===== src/rtl/mem_stage_pkg.sv =====
// Shared definitions for the memory access stage:
// control-bus bit positions, handshake FSM states, default widths.
package mem_stage_pkg;

    localparam int DATA_W_DEF  = 32;
    localparam int CTRL_W_DEF  = 22;
    localparam int TIMEOUT_DEF = 16;

    localparam int CB_IS_WB = 0;
    localparam int CB_IS_LD = 1;
    localparam int CB_IS_ST = 2;

    typedef enum logic {
        IDLE   = 1'b0,
        ACCESS = 1'b1
    } mem_state_e;

    // Load wins when both LD and ST are set.
    function automatic logic cb_is_store(input logic ld, input logic st);
        return st && !ld;
    endfunction

endpackage


===== src/rtl/mem_access_stage_if.sv =====
// Data-memory req/ack bus between the memory stage and the data memory.
// The stage is the master; the memory model or bridge is the slave.
interface mem_access_stage_if #(
    parameter int DATA_W = 32
) ();

    logic              dmem_req;
    logic              dmem_we;
    logic [DATA_W-1:0] dmem_addr;
    logic [DATA_W-1:0] dmem_wdata;
    logic [DATA_W-1:0] dmem_rdata;
    logic              dmem_ack;

    modport master (
        output dmem_req,
        output dmem_we,
        output dmem_addr,
        output dmem_wdata,
        input  dmem_rdata,
        input  dmem_ack
    );

    modport slave (
        input  dmem_req,
        input  dmem_we,
        input  dmem_addr,
        input  dmem_wdata,
        output dmem_rdata,
        output dmem_ack
    );

endinterface


===== src/rtl/mem_access_stage_fsm.sv =====
// Req/ack handshake controller: tracks one outstanding access
// and produces commit/timeout strobes for the MEM/WB register.
module mem_handshake_fsm
    import mem_stage_pkg::*;
#(
    parameter int TIMEOUT = TIMEOUT_DEF
) (
    input  logic clk,
    input  logic rst_n,
    input  logic memop,
    input  logic is_store,
    input  logic ack,
    output logic req,
    output logic we,
    output logic busy,
    output logic commit,
    output logic timeout
);

    localparam int CW = $clog2(TIMEOUT + 1);
    localparam logic [CW-1:0] LAST = CW'(TIMEOUT - 1);

    mem_state_e    state_q, state_d;
    logic [CW-1:0] cnt_q, cnt_d;

    always_ff @(posedge clk or negedge rst_n) begin
        if (!rst_n) begin
            state_q <= IDLE;
            cnt_q   <= '0;
        end else begin
            state_q <= state_d;
            cnt_q   <= cnt_d;
        end
    end

    always_comb begin
        state_d = state_q;
        cnt_d   = cnt_q;
        req     = 1'b0;
        we      = 1'b0;
        commit  = 1'b0;
        timeout = 1'b0;
        unique case (state_q)
            IDLE: begin
                if (memop) begin
                    state_d = ACCESS;
                    cnt_d   = '0;
                end
            end
            ACCESS: begin
                req = 1'b1;
                we  = is_store;
                // An ack in the last allowed cycle still counts as success.
                if (ack) begin
                    commit  = 1'b1;
                    state_d = IDLE;
                end else if (cnt_q == LAST) begin
                    commit  = 1'b1;
                    timeout = 1'b1;
                    state_d = IDLE;
                end else begin
                    cnt_d = cnt_q + CW'(1);
                end
            end
            default: state_d = IDLE;
        endcase
    end

    assign busy = (state_q == ACCESS);

endmodule


===== src/rtl/mem_access_stage.sv =====
// Memory stage: EX/MEM register, data-memory access via the handshake
// FSM, and the MEM/WB register with a sticky timeout error flag.
module mem_access_stage
    import mem_stage_pkg::*;
#(
    parameter int DATA_W  = DATA_W_DEF,
    parameter int CTRL_W  = CTRL_W_DEF,
    parameter int TIMEOUT = TIMEOUT_DEF
) (
    input  logic              clk,
    input  logic              rst_n,
    input  logic              ex_valid,
    input  logic [DATA_W-1:0] input_EX_PC,
    input  logic [DATA_W-1:0] ALU_Result,
    input  logic [DATA_W-1:0] EX_op2,
    input  logic [DATA_W-1:0] input_EX_IR,
    input  logic [CTRL_W-1:0] input_EX_controlBus,
    output logic              stall_out,
    mem_access_stage_if.master dmem,
    output logic              wb_valid,
    output logic [DATA_W-1:0] wb_PC,
    output logic [DATA_W-1:0] wb_IR,
    output logic [DATA_W-1:0] wb_aluResult,
    output logic [DATA_W-1:0] wb_ldResult,
    output logic [CTRL_W-1:0] wb_controlBus,
    output logic              mem_err
);

    logic              em_valid;
    logic [DATA_W-1:0] em_pc;
    logic [DATA_W-1:0] em_alu;
    logic [DATA_W-1:0] em_op2;
    logic [DATA_W-1:0] em_ir;
    logic [CTRL_W-1:0] em_cb;

    logic is_ld, is_st, memop;
    logic req, we, busy, commit, timeout;

    assign is_ld = em_cb[CB_IS_LD];
    assign is_st = em_cb[CB_IS_ST];
    assign memop = em_valid && (is_ld || is_st);

    // commit only fires in ACCESS on ack or on the final wait cycle.
    assign stall_out = memop && !commit;

    mem_handshake_fsm #(
        .TIMEOUT (TIMEOUT)
    ) u_fsm (
        .clk      (clk),
        .rst_n    (rst_n),
        .memop    (memop),
        .is_store (cb_is_store(is_ld, is_st)),
        .ack      (dmem.dmem_ack),
        .req      (req),
        .we       (we),
        .busy     (busy),
        .commit   (commit),
        .timeout  (timeout)
    );

    assign dmem.dmem_req   = req;
    assign dmem.dmem_we    = we;
    assign dmem.dmem_addr  = em_alu;
    assign dmem.dmem_wdata = em_op2;

    always_ff @(posedge clk or negedge rst_n) begin
        if (!rst_n) begin
            em_valid <= 1'b0;
            em_pc    <= '0;
            em_alu   <= '0;
            em_op2   <= '0;
            em_ir    <= '0;
            em_cb    <= '0;
        end else if (!stall_out) begin
            em_valid <= ex_valid;
            em_pc    <= input_EX_PC;
            em_alu   <= ALU_Result;
            em_op2   <= EX_op2;
            em_ir    <= input_EX_IR;
            em_cb    <= input_EX_controlBus;
        end
    end

    always_ff @(posedge clk or negedge rst_n) begin
        if (!rst_n) begin
            wb_valid      <= 1'b0;
            wb_PC         <= '0;
            wb_IR         <= '0;
            wb_aluResult  <= '0;
            wb_ldResult   <= '0;
            wb_controlBus <= '0;
        end else if (commit) begin
            wb_valid      <= 1'b1;
            wb_PC         <= em_pc;
            wb_IR         <= em_ir;
            wb_aluResult  <= em_alu;
            wb_ldResult   <= (is_ld && !timeout) ? dmem.dmem_rdata : '0;
            wb_controlBus <= em_cb;
        end else if (em_valid && !memop && !busy) begin
            wb_valid      <= 1'b1;
            wb_PC         <= em_pc;
            wb_IR         <= em_ir;
            wb_aluResult  <= em_alu;
            wb_ldResult   <= '0;
            wb_controlBus <= em_cb;
        end else begin
            wb_valid <= 1'b0;
        end
    end

    always_ff @(posedge clk or negedge rst_n) begin
        if (!rst_n)
            mem_err <= 1'b0;
        else if (timeout)
            mem_err <= 1'b1;
    end

endmodule


===== src/flat_wrapper.sv =====
// flat-port wrapper written by rule: the top's interface ports become plain ports
module mem_access_stage_flat import mem_stage_pkg::*;
#(
    parameter int DATA_W  = DATA_W_DEF,
    parameter int CTRL_W  = CTRL_W_DEF,
    parameter int TIMEOUT = TIMEOUT_DEF
)
  (clk, rst_n, ex_valid, input_EX_PC, ALU_Result, EX_op2, input_EX_IR, input_EX_controlBus, stall_out, wb_valid, wb_PC, wb_IR, wb_aluResult, wb_ldResult, wb_controlBus, mem_err, dmem_dmem_req, dmem_dmem_we, dmem_dmem_addr, dmem_dmem_wdata, dmem_dmem_rdata, dmem_dmem_ack);
  mem_access_stage_if #(.DATA_W(DATA_W)) dmem_i ();
  input  logic clk;
  input  logic rst_n;
  input  logic ex_valid;
  input  logic [DATA_W-1:0] input_EX_PC;
  input  logic [DATA_W-1:0] ALU_Result;
  input  logic [DATA_W-1:0] EX_op2;
  input  logic [DATA_W-1:0] input_EX_IR;
  input  logic [CTRL_W-1:0] input_EX_controlBus;
  output logic stall_out;
  output logic wb_valid;
  output logic [DATA_W-1:0] wb_PC;
  output logic [DATA_W-1:0] wb_IR;
  output logic [DATA_W-1:0] wb_aluResult;
  output logic [DATA_W-1:0] wb_ldResult;
  output logic [CTRL_W-1:0] wb_controlBus;
  output logic mem_err;
  output wire logic [$bits(dmem_i.dmem_req)-1:0] dmem_dmem_req;
  output wire logic [$bits(dmem_i.dmem_we)-1:0] dmem_dmem_we;
  output wire logic [$bits(dmem_i.dmem_addr)-1:0] dmem_dmem_addr;
  output wire logic [$bits(dmem_i.dmem_wdata)-1:0] dmem_dmem_wdata;
  input wire logic [$bits(dmem_i.dmem_rdata)-1:0] dmem_dmem_rdata;
  input wire logic [$bits(dmem_i.dmem_ack)-1:0] dmem_dmem_ack;
  assign dmem_dmem_req = dmem_i.dmem_req;
  assign dmem_dmem_we = dmem_i.dmem_we;
  assign dmem_dmem_addr = dmem_i.dmem_addr;
  assign dmem_dmem_wdata = dmem_i.dmem_wdata;
  assign dmem_i.dmem_rdata = dmem_dmem_rdata;
  assign dmem_i.dmem_ack = dmem_dmem_ack;
  mem_access_stage #(.DATA_W(DATA_W), .CTRL_W(CTRL_W), .TIMEOUT(TIMEOUT)) u_core (.clk(clk), .rst_n(rst_n), .ex_valid(ex_valid), .input_EX_PC(input_EX_PC), .ALU_Result(ALU_Result), .EX_op2(EX_op2), .input_EX_IR(input_EX_IR), .input_EX_controlBus(input_EX_controlBus), .stall_out(stall_out), .dmem(dmem_i), .wb_valid(wb_valid), .wb_PC(wb_PC), .wb_IR(wb_IR), .wb_aluResult(wb_aluResult), .wb_ldResult(wb_ldResult), .wb_controlBus(wb_controlBus), .mem_err(mem_err));
endmodule

===== config.mk =====
export PLATFORM = sky130hd
export DESIGN_NAME = mem_access_stage_flat
export DESIGN_NICKNAME = d
export VERILOG_FILES = /design/src/rtl/mem_stage_pkg.sv /design/src/rtl/mem_access_stage_if.sv /design/src/rtl/mem_access_stage_fsm.sv /design/src/rtl/mem_access_stage.sv /design/src/flat_wrapper.sv
export SDC_FILE = /design/constraint.sdc
export NUM_CORES = 1
export LEC_CHECK = 0
export ABC_AREA = 0
export BUFFER_PORTS_ARGS = -buffer_cell sky130_fd_sc_hd__buf_4
export CAP_MARGIN = 10
export CORE_MARGIN = 4
export CORE_UTILIZATION = 50
export CTS_CLUSTER_SIZE = 16
export DETAILED_ROUTE_END_ITERATION = 12
export GPL_TIMING_DRIVEN = 0
export HOLD_SLACK_MARGIN = 0.05
export PLACE_DENSITY = 0.8
export SLEW_MARGIN = 40
export SYNTH_ARGS = -nofsm -noshare
export SYNTH_HDL_FRONTEND = slang
export SYNTH_SLANG_ARGS = --single-unit
export TNS_END_PERCENT = 10

===== constraint.sdc =====
create_clock -name clk -period 3.7 [get_ports clk]
set_clock_uncertainty 0.05 [all_clocks]
set_input_delay 0.555 -clock clk [delete_from_list [all_inputs] [get_ports clk]]
set_output_delay 0.555 -clock clk [all_outputs]
set_load 0.02 [all_outputs]

==> impl_metrics.tcl <==
set metrics [dict create \
    clkLatencyLatePin_ns 0.49 \
    cts_buffers 34 \
    multi_input_area_sq_mm 0.00368 \
    num_antenna_cells 0 \
    path_cells "ha_1, and3_1, ha_1, o21a_2, nor2_4, buf_6, buf_2, buf_4" \
    post-route-drc-count 0 \
    rr_endpoint "u_core.em_ir[12]" \
    worstSetupPathType "reg -> out" \
    antenna_found_initial 0 \
    setup_viol_count_final 0 \
    synth_area_sq_mm 0.0117 \
    drive_gt1_share_pct 65.9 \
    cts_max_path_buffers 3 \
    dp.cells 1398 \
    grt_pass1_vias 8310 \
    cts_resized 0 \
    arrival_ns 2.77 \
    layout_common_cells "buf_4, dfrtp_1, mux2_2, mux2_4, clkbuf_16" \
    hold_ws_ns 0.205 \
    slew_headroom_pct 64.7 \
    clkSinkCount 309 \
    status "complete, no violations" \
    path_common_cell "ha_1" \
    worst-path-buf-inv 3 \
    htreeDepth 2 \
    instances_no_fill 1460 \
    firstDrtPassIters 4 \
    overflow 0 \
    worstMarginPinSlew_ns 0.530 \
    cp.required_ns 3.09 \
    cp-start-kind "flip-flop" \
    wire_per_inst_um 20.7 \
    hold_depth 2 \
    rows 55 \
    grt_pass1_wl_mm 47.5 \
    ys_warn_count 0 \
    worstReg2RegStart "u_core.u_fsm.cnt_q[0]" \
    vdd_ir_drop_max_mv 0.612 \
    die_x_um 161 \
    syn2layout_area_growth_pct 40.9 \
    fill_cells 1499 \
    vias 7466 \
    crit_fanout 10 \
    pin_count 405 \
    r2r_cells 8 \
    die_y_um 161 \
    crit_path_end_kind "output port" \
    ys_seq_area_share_pct 66.3 \
    cap_viol_max_count 0 \
    setup_tns_ns 0 \
    grt_max_degree 75 \
    power_leakage_nw 7.94 \
    root_buffer "clkbuf_16" \
    wirelength_mm 30.2 \
    rsz0062_at_grt "no" \
    slowest_stage "dfrtp_1" \
    viasPerCell 5.11 \
    place_congestion 0.825 \
    die_area_sq_mm 0.0258 \
    syn-num-nets 865 \
    nets 1310 \
    portBuffers 404 \
    worstHoldEndpoint "u_core.em_valid" \
    track_usage_pct 23.3 \
    path_delay_family "buffers and inverters" \
    worst_path_largest_cell_delay_ns 0.40 \
    final_max_slew_viol_count 0 \
    core_sq_mm 0.0228 \
    clk_pin_slew_worst_paths_ns 0.06 \
    period_share_pct 91.2 \
    r2r_slack_ns 1.09 \
    setup_ws_ns 0.327 \
    dpl_worst_slack_ns 0.785 \
    drt-initial-drc-count 281 \
    fmaxAchievable_ghz 0.297 \
    seqCellArea_sq_mm 0.00773 \
    synth_cell_types 31 \
    period_needed_ns 3.37 \
    hold_viol 0 \
    syn_avg_cell_area_sq_um 17.2 \
    antenna_left 0 \
    final_common_cell "buf_4" \
    cellPowerDensity_mw_per_mm2 1050 \
    dpl.hpwl_mm 22.3 \
    hp-class "in -> reg" \
    ys_ff_latch 309 \
    tritoncts "yes" \
    initial_core_util_pct 51.2 \
    postSynthCellCount 677 \
    min_from "ex_valid" \
]
final cells by class:
class                      count  share of cell area (%)
buffer                        37                    1.45
multi-input combinational    327                    22.4
clock buffer                  51                    6.44
clock inverter                10                   0.952
inverter                       4                  0.0914
sequential                   309                    47.1
timing repair buffer         409                    19.2
tap                          313                    2.38
timing repair:
action                                 4_1_cts  5_1_grt
hold buffers                                 1        0
endpoints found under the hold margin       39        0
buffers inserted                             0        0
cells by family after synthesis:
family / Yosys count / synth area share (%)
xor gates and xnor gates: 1 / 0.0751
DFF: 309 / 66.3
and+or+nand+nor: 14 / 0.847
muxes: 267 / 27.4
buffers and inverters: 41 / 2.17
adders and majority gates: 2 / 0.214
AOI/OAI and AO/OA: 43 / 3.04
power by group:
part           internal [mW]  leakage [nW]  switching [mW]
Combinational           3.95          3.67            3.68
Clock                   2.26         0.597            1.30
Sequential              5.06          3.67           0.947
registers in the layout, indices dropped and copies added (netlist names):
name and count:
u_core.wb_PC 32, u_core.em_valid 1, u_core.wb_ldResult 32, u_core.wb_IR 32
u_core.em_pc 32, u_core.wb_aluResult 32, u_core.dmem.dmem_addr 32, u_core.wb_valid 1
u_core.u_fsm.busy 1, u_core.em_cb 22, u_core.mem_err 1, u_core.wb_controlBus 22
u_core.u_fsm.cnt_q 5, u_core.dmem.dmem_wdata 32, u_core.em_ir 32
worst register-to-register path, cell delays in order (launching register included):
cell and delay [ns]:
dfrtp_1 0.40, ha_1 0.23, and3_1 0.19, ha_1 0.21, o21a_2 0.25, nor2_4 0.31, buf_6 0.22, buf_2 0.27
mux2_1 0.36
per-stage QoR:
| step | power (mW) | utilization (%) | cell area, sq um |
|---|---|---|---|
| floorplan | 10.6 | - | 11700 |
| global placement | 13.5 | 66.2 | 15100 |
| CTS | 17.4 | 72.1 | 16400 |
| finish | 17.2 | 72.1 | 16400 |
| global route | 18.1 | 72.1 | 16400 |
| detailed placement | 13.7 | 66.8 | 15200 |
Yosys cell counts, drive strengths merged:
master,n,area [sq um]
dfrtp,309,7730
mux2,266,3180
a22o,34,298
buf,32,219
clkbuf,5,18.8
inv,4,15.0
nand2,3,11.3
o21ai,3,15.0
and3,2,12.5
ha,2,25.0
nor2,2,17.5
o22ai,2,12.5
a21oi,1,5.00
a31o,1,8.76
a31oi,1,6.26
and3b,1,8.76
mux2i,1,10.0
nand2b,1,6.26
nand3,1,5.00
nor3b,1,7.51
nor4b,1,15.0
o21a,1,8.76
or2,1,6.26
or3b,1,8.76
xnor2,1,8.76
worst max-delay path by stage:
stage | from | end | slack [ns] | depth (start not counted)
floorplan | u_core.u_fsm.cnt_q[0] | stall_out | 1.32 | 7
global placement | rst_n | u_core.dmem.dmem_wdata[19] | -0.70 | 1
detailed placement | u_core.u_fsm.cnt_q[0] | stall_out | 0.79 | 8
CTS | u_core.u_fsm.cnt_q[0] | stall_out | 0.24 | 8
global route | u_core.u_fsm.cnt_q[0] | stall_out | 0.13 | 8
finish | u_core.u_fsm.cnt_q[0] | stall_out | 0.33 | 8
per-layer routing:
| layer | share of wire [%] | vias up | routed length, um | track usage (%) |
|---|---|---|---|---|
| met3 | 9.5 | 76 | 2870 | 8.42 |
| met4 | 4.0 | 0 | 1210 | 8.69 |
| met2 | 50 | 307 | 15000 | 39.8 |
| met1 | 37 | 3762 | 11100 | 27.0 |
| met5 | 0 | - | 0 | 0 |
| li1 | - | 3321 | - | - |
No activity file was read; power rests on OpenSTA's default activity.
